File: src/rtl/ce_seq_pkg.sv
// Shared types for the sequential unloaders: FSM state encoding and bit-order constants.
package ce_seq_pkg;

   typedef enum logic {
      IDLE  = 1'b0,
      SHIFT = 1'b1
   } state_t;

   localparam bit LSB_FIRST     = 1'b0;
   localparam bit MSB_FIRST_ORD = 1'b1;

endpackage

File: src/rtl/bit_down_counter.sv
// Loadable down counter with a zero flag; holds at zero rather than wrapping.
module bit_down_counter #(
   parameter int W = 3
) (
   input  logic         clk,
   input  logic         rst,
   input  logic         load,
   input  logic [W-1:0] load_val,
   input  logic         dec,
   output logic [W-1:0] count,
   output logic         zero
);

   logic [W-1:0] count_reg;

   always_ff @(posedge clk) begin
      if (rst) begin
         count_reg <= '0;
      end else if (load) begin
         count_reg <= load_val;
      end else if (dec && (count_reg != '0)) begin
         count_reg <= count_reg - W'(1);
      end
   end

   assign count = count_reg;
   assign zero  = (count_reg == '0);

endmodule

File: src/rtl/piso_unload_n.sv
// Parallel-in, serial-out unloader: captures an N-bit word on a load handshake and
// streams it one bit per accepted beat, flagging the final bit with sout_last.
module piso_unload_n
   import ce_seq_pkg::*;
#(
   parameter int N         = 8,
   parameter int MSB_FIRST = 0
) (
   input  logic         clk,
   input  logic         rst,
   input  logic         load_valid,
   output logic         load_ready,
   input  logic [N-1:0] d,
   output logic         sout_valid,
   input  logic         sout_ready,
   output logic         sout,
   output logic         sout_last,
   output logic         busy
);

   localparam int              CW       = $clog2(N);
   localparam logic [CW-1:0]   LAST_IDX = CW'(N-1);

   state_t          state_reg, state_next;
   logic [N-1:0]    shift_reg, shift_next, shifted;
   logic            out_bit;
   logic [CW-1:0]   count;
   logic            zero;
   logic            in_shift, beat, load;

   generate
      if (MSB_FIRST == int'(MSB_FIRST_ORD)) begin : g_msb
         assign out_bit = shift_reg[N-1];
         assign shifted = {shift_reg[N-2:0], 1'b0};
      end else begin : g_lsb
         assign out_bit = shift_reg[0];
         assign shifted = {1'b0, shift_reg[N-1:1]};
      end
   endgenerate

   assign in_shift = (state_reg == SHIFT);
   assign beat     = in_shift && sout_ready;

   // Reload is allowed on the final accepted beat so consecutive words leave no gap.
   assign load_ready = !rst && (!in_shift || (beat && zero));
   assign load       = load_valid && load_ready;

   bit_down_counter #(.W(CW)) u_bit_cnt (
      .clk      (clk),
      .rst      (rst),
      .load     (load),
      .load_val (LAST_IDX),
      .dec      (beat && !zero),
      .count    (count),
      .zero     (zero)
   );

   always_ff @(posedge clk) begin
      if (rst) begin
         state_reg <= IDLE;
         shift_reg <= '0;
      end else begin
         state_reg <= state_next;
         shift_reg <= shift_next;
      end
   end

   always_comb begin
      state_next = state_reg;
      shift_next = shift_reg;
      if (load) begin
         state_next = SHIFT;
         shift_next = d;
      end else if (beat) begin
         shift_next = shifted;
         if (zero) begin
            state_next = IDLE;
         end
      end
   end

   assign sout_valid = in_shift;
   assign busy       = in_shift;
   assign sout       = in_shift && out_bit;
   assign sout_last  = in_shift && (count == '0);

endmodule

File: config.mk
export PLATFORM = sky130hd
export DESIGN_NAME = piso_unload_n
export DESIGN_NICKNAME = d
export VERILOG_FILES = /design/src/rtl/ce_seq_pkg.sv /design/src/rtl/bit_down_counter.sv /design/src/rtl/piso_unload_n.sv
export SDC_FILE = /design/constraint.sdc
export NUM_CORES = 1
export LEC_CHECK = 0
export CAP_MARGIN = 10
export CORE_MARGIN = 4
export CORE_UTILIZATION = 46
export DETAILED_ROUTE_END_ITERATION = 12
export HOLD_SLACK_MARGIN = 0.05
export PLACE_DENSITY = 0.75
export SYNTH_ARGS = -nofsm -noshare
export SYNTH_HDL_FRONTEND = slang
export SYNTH_SLANG_ARGS = --single-unit
File: constraint.sdc
create_clock -name clk -period 2.1 [get_ports clk]
set_clock_uncertainty 0.2 [all_clocks]
set_input_delay 0.315 -clock clk [delete_from_list [all_inputs] [get_ports clk]]
set_output_delay 0.315 -clock clk [all_outputs]
set_load 0.05 [all_outputs]
==> results of run 1 <==
[cells by family after synthesis]
family / Yosys count / share of synthesized area (%)
muxes: 1 / 1.457
adders and majority gates: 2 / 3.642
and+or+nand+nor: 29 / 22.95
DFF: 12 / 34.97
AOI/OAI and AO/OA: 23 / 29.69
buffers and inverters: 8 / 7.286
[where the power goes]
group          switching (mW)  leakage [nW]  internal, mW
Clock                  0.0803        0.0210         0.105
Combinational          0.0961         0.226        0.0866
Sequential             0.0157        0.0998         0.251
[path summary, 6_finish.rpt]
check	end	cells past startpoint	slack, ns
min reg2reg	shift_reg[7]	2	0.27
max reg2reg	u_bit_cnt.count[1]	5	0.53
max	sout_last	5	0.11
min	shift_reg[7]	2	0.27
[cells in the mapped netlist]
cell type,instances
a21bo_2,1
a21oi_1,11
a311oi_2,6
a311oi_4,1
a31oi_1,2
and2_1,3
and2_4,1
buf_2,1
buf_4,1
buf_6,2
clkbuf_1,2
dfxtp_1,12
ha_1,2
inv_1,2
mux2i_1,1
nand2_1,15
nand2b_1,1
nand3_1,2
nand3b_1,1
nand4b_4,1
nor2_1,2
nor2b_1,1
o21ai_0,2
or3_1,2
[layout make-up]
type | instances | area [µm²] | area share [%]
Inverter | 2 | 7.507 | 0.8276
Tap cell | 15 | 18.77 | 2.069
Clock buffer | 4 | 36.28 | 4.000
Timing Repair Buffer | 20 | 202.7 | 22.34
Multi-Input combinational cell | 55 | 401.6 | 44.28
Sequential cell | 12 | 240.2 | 26.48
[placed cells by master (no fill, tap or decap), drive strengths merged]
cell type,count
nand3b,1
ha,2
nand3,2
clkbuf,4
buf,9
or3,2
a311oi,7
dfxtp,12
o21ai,2
nand4b,1
nand2,15
inv,2
nand2b,1
a21oi,11
nor2b,1
mux2i,1
nor2,2
a31oi,2
a21bo,1
clkdlybuf4s50,11
and2,4
[critical path: stages, from the launching register on]
cell,delay [ns]
dfxtp_1,0.32
inv_1,0.08
ha_2,0.23
nor2b_2,0.23
and2_1,0.20
buf_12,0.15
[through the flow]
| step | instance area, µm² | setup WS [ns] |
|---|---|---|
| after global placement | 865.8 | 0.1559 |
| after global routing | 907.1 | 0.005027 |
| after detailed placement | 865.8 | 0.1377 |
| final | 907.1 | 0.1134 |
| after floorplan | 686.9 | 0.08705 |
| after CTS | 902.1 | 0.0001286 |
[layer usage]
layer  wire length, µm  global-route usage [%]
met3               108                   3.516
met5                 0                       0
met2               636                   23.35
met4                35                   9.945
met1               657                   21.91
==> impl_metrics.tcl, run 1 <==
set metrics [dict create \
    status "finished, final reports clean" \
    cap_violations 0 \
    io_buffer_count 16 \
    hold_path_class "flop to flop" \
    layoutNonFillerInstCount 108 \
    root_buffer "clkbuf_4" \
    drc_errors 0 \
    synth.avg_cell_area_um2 9.159 \
    critPathMaxFanout 5 \
    fin_crit_sh_pct 94.60 \
    synth_top_area_share_pct 34.97 \
    vias 605 \
    hold_viol 0 \
    dieArea_um2 2175 \
    cts_buffers 3 \
    clk_pin_slew_ns 0.08 \
    fill_cells 117 \
    synth.distinct_cells 24 \
    p_leak_nw 0.3472 \
    ir_worst_vdd_v 0.0004866 \
    clock_latency_ns 0.27 \
    layout.nets 108 \
    rows 13 \
    rr_startpoint "u_bit_cnt.count[0]" \
    startpoint_type "flop" \
    finalPower_mw 0.6349 \
    ant_nets 0 \
    die_h_um 46.64 \
    core-area_um2 1350 \
    drt_iter0_drc 8 \
    post-place-cells 104 \
    gp_congestion 0.7610 \
    cp.arrival_ns 1.47 \
    cts.path.max_buffers 2 \
    grt_pass1_vias 515 \
    drv_slew 0 \
    insertedDiodeCount 0 \
    critPathLaunch "u_bit_cnt.count[0]" \
    overflow 0 \
    netlist_top_cells_area "dfxtp_1, a311oi_2, nand2_1" \
    grt_pass1_wl_mm 2.415 \
    rsz0062_at_grt "false" \
    synth_cells 75 \
    worst_pin_slew_ns 0.2756 \
    largest_reg_flops 8 \
    cts_hold_buf 0 \
    whs_ns 0.2728 \
    synth_seq_area_share_pct 34.97 \
    place_hpwl_um 998.5 \
    syn_area_um2 686.9 \
    boundaryPins 17 \
    yosysTopAreaCell "dfxtp_1" \
    antenna_found_initial 0 \
    final_util_pct 67.19 \
    cts_setup_buffers 0 \
    initial_core_util_pct 50.88 \
    layout-drive-gt1-share_pct 26.88 \
    vias_per_cell 5.602 \
    grt_usage_pct 16.28 \
    max_clock_freq_mhz 503.4 \
    power_density_nw_per_um2 699.9 \
    worst_slew_margin_rel_pct 81.62 \
    first_pass_iters 4 \
    cts.sinks 12 \
    ys_ff_latch 12 \
    finalSetupTns_ns 0 \
    crit_required_ns 1.58 \
    wl_mm 1.438 \
    setup_viol 0 \
    postSynthNetCount 89 \
    wl_per_cell_um 13.31 \
    fp.dieW_um 46.64 \
    synth_warnings 0 \
    crit_type "flop to primary output" \
    min_from "shift_reg[7]" \
    htree_num_levels 1 \
    crit_path_end_kind "primary output" \
    grt_max_degree 13 \
    fin_crit_ns 1.987 \
    cts_resized 0 \
    cts_tree "yes" \
    area_delta_synth_final_pct 32.06 \
]
(Power assumes the default switching activity.)
==> run 2: changes to the inputs <==
--- a/config.mk
+++ b/config.mk
@@ -11,6 +11,7 @@
 export DETAILED_ROUTE_END_ITERATION = 12
 export HOLD_SLACK_MARGIN = 0.05
 export PLACE_DENSITY = 0.75
+export SKIP_LAST_GASP = 1
 export SYNTH_ARGS = -nofsm -noshare
 export SYNTH_HDL_FRONTEND = slang
 export SYNTH_SLANG_ARGS = --single-unit
==> results of run 2 <==
Final layout, timing and power as in run 1 (identical DEF).
==> run 3: changes to the inputs <==
--- a/config.mk
+++ b/config.mk
@@ -10,6 +10,7 @@
 export CORE_UTILIZATION = 46
 export DETAILED_ROUTE_END_ITERATION = 12
 export HOLD_SLACK_MARGIN = 0.05
+export MAX_ROUTING_LAYER = met4
 export PLACE_DENSITY = 0.75
 export SKIP_LAST_GASP = 1
 export SYNTH_ARGS = -nofsm -noshare
==> impl_metrics.tcl, run 3 (synthesis results as in run 1) <==
set metrics [dict create \
    crit_path_end_kind "primary output" \
    layout-drive-gt1-share_pct 26.88 \
    crit_buf_inv 2 \
    gp_congestion 0.7710 \
    grt_max_degree 13 \
    layoutNonFillerInstCount 108 \
    ant_nets 0 \
    critPathLaunch "u_bit_cnt.count[0]" \
    cts_buffers 3 \
    crit_chain "inv_1 > ha_2 > nor2b_2 > and2_1 > buf_12" \
    drv_slew 0 \
    crit_slowest_cell "dfxtp_1" \
    initial_core_util_pct 50.88 \
    drc_errors 0 \
    die_h_um 46.64 \
    post-place-cells 104 \
    dieArea_um2 2175 \
    cts_setup_buffers 0 \
    fp.dieW_um 46.64 \
    largest_reg_flops 8 \
    power_density_nw_per_um2 699.9 \
    busiest_layer "met2" \
    whs_ns 0.2728 \
    cp.arrival_ns 1.47 \
    regArea_um2 240.2 \
    fin_crit_ns 1.987 \
    grt_usage_pct 16.75 \
    hold_path_class "flop to flop" \
    fin_crit_sh_pct 94.60 \
    htree_num_levels 1 \
    rows 13 \
    antenna_found_initial 0 \
    insertedDiodeCount 0 \
    stdcell_area_um2 907.1 \
    worst_slew_margin_rel_pct 81.62 \
    fill_cells 117 \
    core-area_um2 1350 \
    layout.nets 108 \
    min_from "shift_reg[7]" \
    rsz0062_at_grt "false" \
    cts.path.max_buffers 2 \
    boundaryPins 17 \
    cap_violations 0 \
    use_met3_pct 3.516 \
    place_ws_ns 0.1377 \
    vias 605 \
    setup_viol 0 \
    max_clock_freq_mhz 503.4 \
    worst_pin_slew_ns 0.2756 \
    layout_commonest_cell "nand2_1" \
    status "finished, final reports clean" \
    grt_pass1_wl_mm 2.421 \
    cts_hold_buf 0 \
    layout_setup_ws_ns 0.1134 \
    drt_iter0_drc 8 \
    hold_viol 0 \
    wl_mm 1.438 \
    place_hpwl_um 998.5 \
    cp_top_family "simple AND/OR/NAND/NOR gates" \
    multi_input_area_um2 401.6 \
    vias_per_cell 5.602 \
    io_buffer_count 16 \
    clk_pin_slew_ns 0.08 \
    root_buffer "clkbuf_4" \
    cts.sinks 12 \
    finalSetupTns_ns 0 \
    cts_tree "yes" \
    critPathMaxFanout 5 \
    area_delta_synth_final_pct 32.06 \
    overflow 0 \
    wl_per_cell_um 13.31 \
    mostFrequentLayoutCells "nand2_1, dfxtp_1, a21oi_1, clkdlybuf4s50_1, buf_4" \
    clock_latency_ns 0.27 \
    rr_startpoint "u_bit_cnt.count[0]" \
    grtUsageMet1_pct 21.91 \
    crit_type "flop to primary output" \
    grt_util_met2_pct 23.35 \
    crit_required_ns 1.58 \
    ir_worst_vdd_v 0.0004866 \
    slowest_delay_ns 0.32 \
    startpoint_type "flop" \
    grt_pass1_vias 515 \
    p_leak_nw 0.3472 \
    post_dp_cell_area_um2 865.8 \
    first_pass_iters 4 \
]
[run 3: cell counts in the layout (fill, tap and decap cells not counted)]
Identical to the previous run, type by type.
[run 3: layer usage]
layer,vias up,share of wire (%)
met5,-,0
met4,0,2.4
met3,4,7.5
met2,18,44
met1,281,46
li1,302,-
[run 3: per-stage QoR]
stage / power, mW / utilization (%)
finish: 0.6349 / 67.19
global route: 0.6742 / 67.19
detailed placement: 0.4525 / 64.13
floorplan: 0.3933 / -
CTS: 0.6400 / 66.82
global placement: 0.4499 / 64.13
[run 3: power breakdown]
group	total, mW	switching (mW)	internal (mW)	leakage (nW)
registers	0.267	0.0157	0.251	0.0998
logic	0.183	0.0961	0.0866	0.226
clock network	0.186	0.0803	0.105	0.0210
[run 3: worst paths after layout]
path / to / slack, ns / depth (start not counted)
setup / recovery: sout_last / 0.11 / 5
hold / removal: shift_reg[7] / 0.27 / 2
setup reg to reg: u_bit_cnt.count[1] / 0.53 / 5
hold reg to reg: shift_reg[7] / 0.27 / 2
[run 3: worst register-to-register path: cells and delay by family, from the launching register on]
kind,cells,cell delay [ns]
buffers and inverters,1,0.06
adder cells (fa/ha/maj),1,0.22
AO/OA/AOI/OAI,1,0.16
AND/OR/NAND/NOR,2,0.52
flip-flops,1,0.34
[run 3: timing repair]
item,CTS,global route
resized for setup,0,2
setup endpoints to repair,0,2
endpoints found under the hold margin,0,0
[run 3: cell type report]
class,count,area share (%)
inverter,2,0.8276
tap,15,2.069
clock buffer,4,4.000
sequential,12,26.48
multi-input combinational,55,44.28
timing repair buffer,20,22.34
==> patch 1: new RTL, settings of run 1 <==
Take the reset off `shift_reg` and load it in a clocked block of its own.
--- a/src/rtl/piso_unload_n.sv
+++ b/src/rtl/piso_unload_n.sv
@@ -58,11 +58,13 @@
    always_ff @(posedge clk) begin
       if (rst) begin
          state_reg <= IDLE;
-         shift_reg <= '0;
       end else begin
          state_reg <= state_next;
-         shift_reg <= shift_next;
       end
+   end
+
+   always_ff @(posedge clk) begin
+      shift_reg <= shift_next;
    end
 
    always_comb begin
Behaviour: same outputs for any inputs over 10 cycles, from zero or initial values and one cycle with rst high; that may be too few to reach the edited logic, so the function may still have changed.
==> patch 1 against run 1 <==
Design area fell by 0.83%. Total power fell by 3.0%. Synthesized cell count fell by 36%. Routed wire length fell by 26%. Area after synthesis fell by 6.9%. Die area fell by 5.7%. Sequential cell count did not move. Setup slack improved by 33 ps. Highest routed layer is now met3.
==> patch 1: results (changes against run 1) <==
Status
  • Status: finished clean

Drt
  • Vias/cell: 5.05 (-9.9%)
  • Initial DRT Pass Iterations: 1 (-3)
  • Routed WL: 1060 um (-26%)
  • DRT iter0 DRCs: 0 (-8)
  • Via count: 424 (-30%)

Yosys
  • Top cells by area, synth: edfxtp_1, dfxtp_1, mux2_4, ha_1, mux2_2
  • Ys Warns: 0 (unchanged)
  • Syn nets: 62 (-30%)
  • Post-synth EDFFs: 8 (+8)
  • Sequential-to-total area share from yosys stat: 0.501 (+0.151)
  • Most common library cells after synthesis: edfxtp_1, mux2_4, dfxtp_1
  • Distinct cells, synth: 24 (unchanged)
  • Asr flop ratio synth: 0 (unchanged)
  • Mean Syn Cell Area: 13.3 um^2 (+45%)

Worst setup path
  • R2r endpoint: shift_reg[1]
  • Arrival @ worst endpoint: 1440 ps (-30 ps)
  • Setup slack, reg-to-reg: 180 ps (-350 ps)
  • Critical R2R Launch: u_bit_cnt.count[0]
  • Depth of the worst register-to-register path: 6 (+1)
  • CP Max Fanout: 4 (-1)

Placed design
  • GPL Wtd Cong: 0.709 (-6.8%)
  • Post-detail-place hpwl: 817 um (-18%)
  • Placed Cells: 80 (-23%)
  • Placement Cell Area: 862 um^2 (-0.43%)
  • IO Port Bufs: 16 (unchanged)

Clock tree
  • H-Tree Depth: 1 (unchanged)
  • Clock root buffer master: clkbuf_4
  • Total CTS buffers: 3 (unchanged)
  • Maximum clock path buffer count: 2 (unchanged)
  • Postcts setup bufs: 0 (unchanged)
  • Clock transition at the registers of the reported paths: 70 ps
  • Clk_lat worst skew: 270 ps (about the same)

Final layout
  • Max reg flops: 8 (unchanged)
  • Fillers: 101 (-14%)
  • Diodes inserted: 0 (unchanged)
  • Nets: 84 (-22%)
  • Layout cells sized above 1: 0.406 (+0.137)

Hold path
  • Path type of the worst min-delay path: flop to flop
  • Min-Delay Path Depth: 1 (-1)
  • Min-delay src: u_bit_cnt.count[1]
  • Hold EP: u_bit_cnt.count[1]

GRT
  • All-Layer GR Usage: 0.117 (-0.0455)
  • Largest net degree at the start of global routing: 13 (unchanged)
  • Initial antenna violation count: 0 (unchanged)
  • Vias in the first global route: 392 (-24%)
  • First-pass GRT wire length: 1620 um (-33%)

Power and ir drop
  • LEAKAGE: 0.374 nW (+7.6%)
  • Worst vdd ir: 0.400 mV (-18%)
  • Switching part of the total power: 0.271 (-0.0312)

Timing
  • Final Hold Slack: 303 ps (+29.7 ps)
  • Worst-Margin Slew: 321 ps (+45.2 ps)
  • Final setup TNS: 0 ps (unchanged)
## patch 1: changes by cell type after synthesis, moves of 3 or more
cell,change
a21oi_1,-9
a311oi_2,-6
dfxtp_1,-8
edfxtp_1,+8
mux2_4,+5
nand2_1,-15
nor4_1,+3
## patch 1: area by class of cell
type                       instances  area [um^2]  share of cell area
clock buffer                       3         22.5              0.0250
clock inverter                     1         3.75             0.00417
inverter                           3         11.3              0.0125
multi-input combinational         30          295               0.328
sequential                        12          320               0.356
tap                               15         18.8              0.0209
timing repair buffer              20          228               0.253
## patch 1: what timing repair did
item	in CTS	in global routing
hold buffers	0	0
endpoints found under the setup margin	0	2
resized for setup	0	3
## patch 1: routing by layer
layer | GRT usage | routed length [um]
met3 | 0.0598 | 90
met4 | 0.0526 | 0
met1 | 0.143 | 473
met2 | 0.172 | 493
met5 | 0 | 0
## patch 1: stage by stage
step	setup slack, ps	util
after CTS	31.3	0.683
final	146	0.691
after global routing	10.7	0.691
after floorplan	107	-
after detailed placement	6.52	0.663
after global placement	31.7	0.663
## patch 1: worst max path at each step
stage / depth (start not counted) / end / startpoint / slack (ps)
after detailed placement: 5 / shift_reg[0] / sout_ready / 7
after CTS: 5 / sout_last / u_bit_cnt.count[0] / 30
after floorplan: 4 / load_ready / u_bit_cnt.count[0] / 110
after global placement: 5 / shift_reg[0] / sout_ready / 30
final: 5 / sout_last / u_bit_cnt.count[0] / 150
after global routing: 5 / sout_last / u_bit_cnt.count[0] / 10
## patch 1: power by group through the flow
stage	Sequential [mW]	Combinational, mW	Clock, mW
floorplan	0.300	0.104	0
global placement	0.297	0.175	0
detailed placement	0.298	0.178	0
CTS	0.293	0.178	0.150
global route	0.296	0.195	0.164
finish	0.294	0.181	0.141
## patch 1: cells by family (layout without fill, tap and decap cells)
logic type / Yosys count / after routing / share of synthesized area
and+or+nand+nor: 15 / 15 / 0.176
DFF: 12 / 12 / 0.501
muxes: 7 / 7 / 0.153
AOI/OAI and AO/OA: 6 / 6 / 0.0763
buffers and inverters: 6 / 27 / 0.0548
adders and majority gates: 2 / 2 / 0.0391
## patch 1: critical path: stages, from the launching register on
cell	delay, ps
dfxtp_1	330
inv_1	70
ha_1	260
nor2b_4	160
and2_2	210
buf_12	150
==> patch 2: new RTL, config.mk and constraints of run 1 <==
Made on the original files. Set the parameter `N` to 16 (it was 8).
--- a/src/rtl/piso_unload_n.sv
+++ b/src/rtl/piso_unload_n.sv
@@ -3,7 +3,7 @@
 module piso_unload_n
    import ce_seq_pkg::*;
 #(
-   parameter int N         = 8,
+   parameter int N         = 16,
    parameter int MSB_FIRST = 0
 ) (
    input  logic         clk,
Interface: changed (resized d); port bits go from 17 to 25. The function was not compared with the original's and may differ.
==> patch 2 against run 1 <==
Via count is 70% higher. Cell count up 71%. Design area grew 77%. Total power up 51%. Synthesized cell count increased by 69%. Clock power is 6% higher. Routed wire length rose by 86%. Sequential cell count increased by 9. Area after synthesis increased by 77%. Setup slack improved by 6.8 ps.
==> patch 2: results (changes against run 1) <==
Yosys
  • Sequential-to-total area share from yosys stat: 0.346 (-0.00369)
  • Cell count after synthesis: 127 (+69%)
  • Adder-cell share of the synthesized area: 0.0103 (-0.0261)
  • Syn nets: 148 (+66%)
  • Distinct cells, synth: 33 (+38%)
  • Most common library cells after synthesis: dfxtp_1, a21oi_1, nand2b_1
  • Post-synthesis mux area share: 0.132 (+0.117)
  • Complex-gate fraction of the synthesized area: 0.244 (-0.0528)
  • Yosys top cell area share: 0.346 (-0.00369)
  • Top cells by area, synth: dfxtp_1, mux2i_1, nand2b_1, a21oi_1, a211oi_2

Drt
  • DRT iter0 DRCs: 9 (+1)
  • Metal2 WL: 1460 um (+130%)
  • Metal3 WL: 72 um (-33%)
  • Routed len/inst: 14.4 um (+8.4%)
  • Post-Route M1 WL: 1110 um (+69%)
  • Via count: 1030 (+70%)

Final layout
  • Layout cells sized above 1: 0.252 (-0.0172)
  • Max reg flops: 16 (+8)
  • Fillers: 211 (+80%)
  • Nets: 177 (+64%)
  • Register area: 420 um^2 (+75%)

GRT
  • First-pass GRT wire length: 4370 um (+81%)
  • Met3 track demand over resource: 0.0153 (-0.0199)
  • Largest net degree at the start of global routing: 23 (+10)
  • Grt met2 use: 0.289 (+0.0551)
  • GR Util met1: 0.189 (-0.0304)

Worst setup path
  • CP Max Fanout: 4 (-1)
  • Depth of the worst register-to-register path: 6 (+1)

Power and ir drop
  • Clock power frac: 0.206 (-0.086)
  • Comb pwr share: 0.308 (+0.020)
  • Internal: 0.666 mW (+50%)
  • Tot Pwr: 0.959 mW (+51%)
  • Worst vdd ir: 0.361 mV (-26%)

Clock tree
  • Clock transition at the registers of the reported paths: 120 ps (+40 ps)
  • Clk_lat worst skew: 300 ps (+30 ps)

Placed design
  • Post-detail-place hpwl: 1910 um (+91%)
  • Pre-CTS setup slack: 108 ps (-29.9 ps)
  • IO Port Bufs: 24 (+8)

Timing
  • Slew HR: 0.696 (-0.120)

Status
  • Status: finished clean
patch 2: worst paths after layout:
kind	from	endpoint	slack [ps]
worst max register to register	u_bit_cnt.count[0]	u_bit_cnt.count[1]	270
worst min register to register	shift_reg[15]	shift_reg[15]	320
worst max-delay path	u_bit_cnt.count[0]	sout_last	120
worst min-delay path	shift_reg[15]	shift_reg[15]	320
patch 2: worst max-delay path: stages, from the launching register on:
cell and delay, ps:
dfxtp_1 390, inv_2 70, ha_4 180, nor3b_4 150, and2_2 210, buf_12 150
patch 2: repair_timing:
item	4_1_cts	5_1_grt
endpoints found under the setup margin	1	2
buffers inserted	0	1
resized for setup	3	2
patch 2: cell type report:
| cell class | instances | area share |
|---|---|---|
| inverter | 3 | 0.00700 |
| tap | 30 | 0.0233 |
| timing repair buffer | 37 | 0.241 |
| multi-input combinational | 90 | 0.450 |
| clock inverter | 1 | 0.00311 |
| clock buffer | 3 | 0.0140 |
| sequential | 21 | 0.261 |
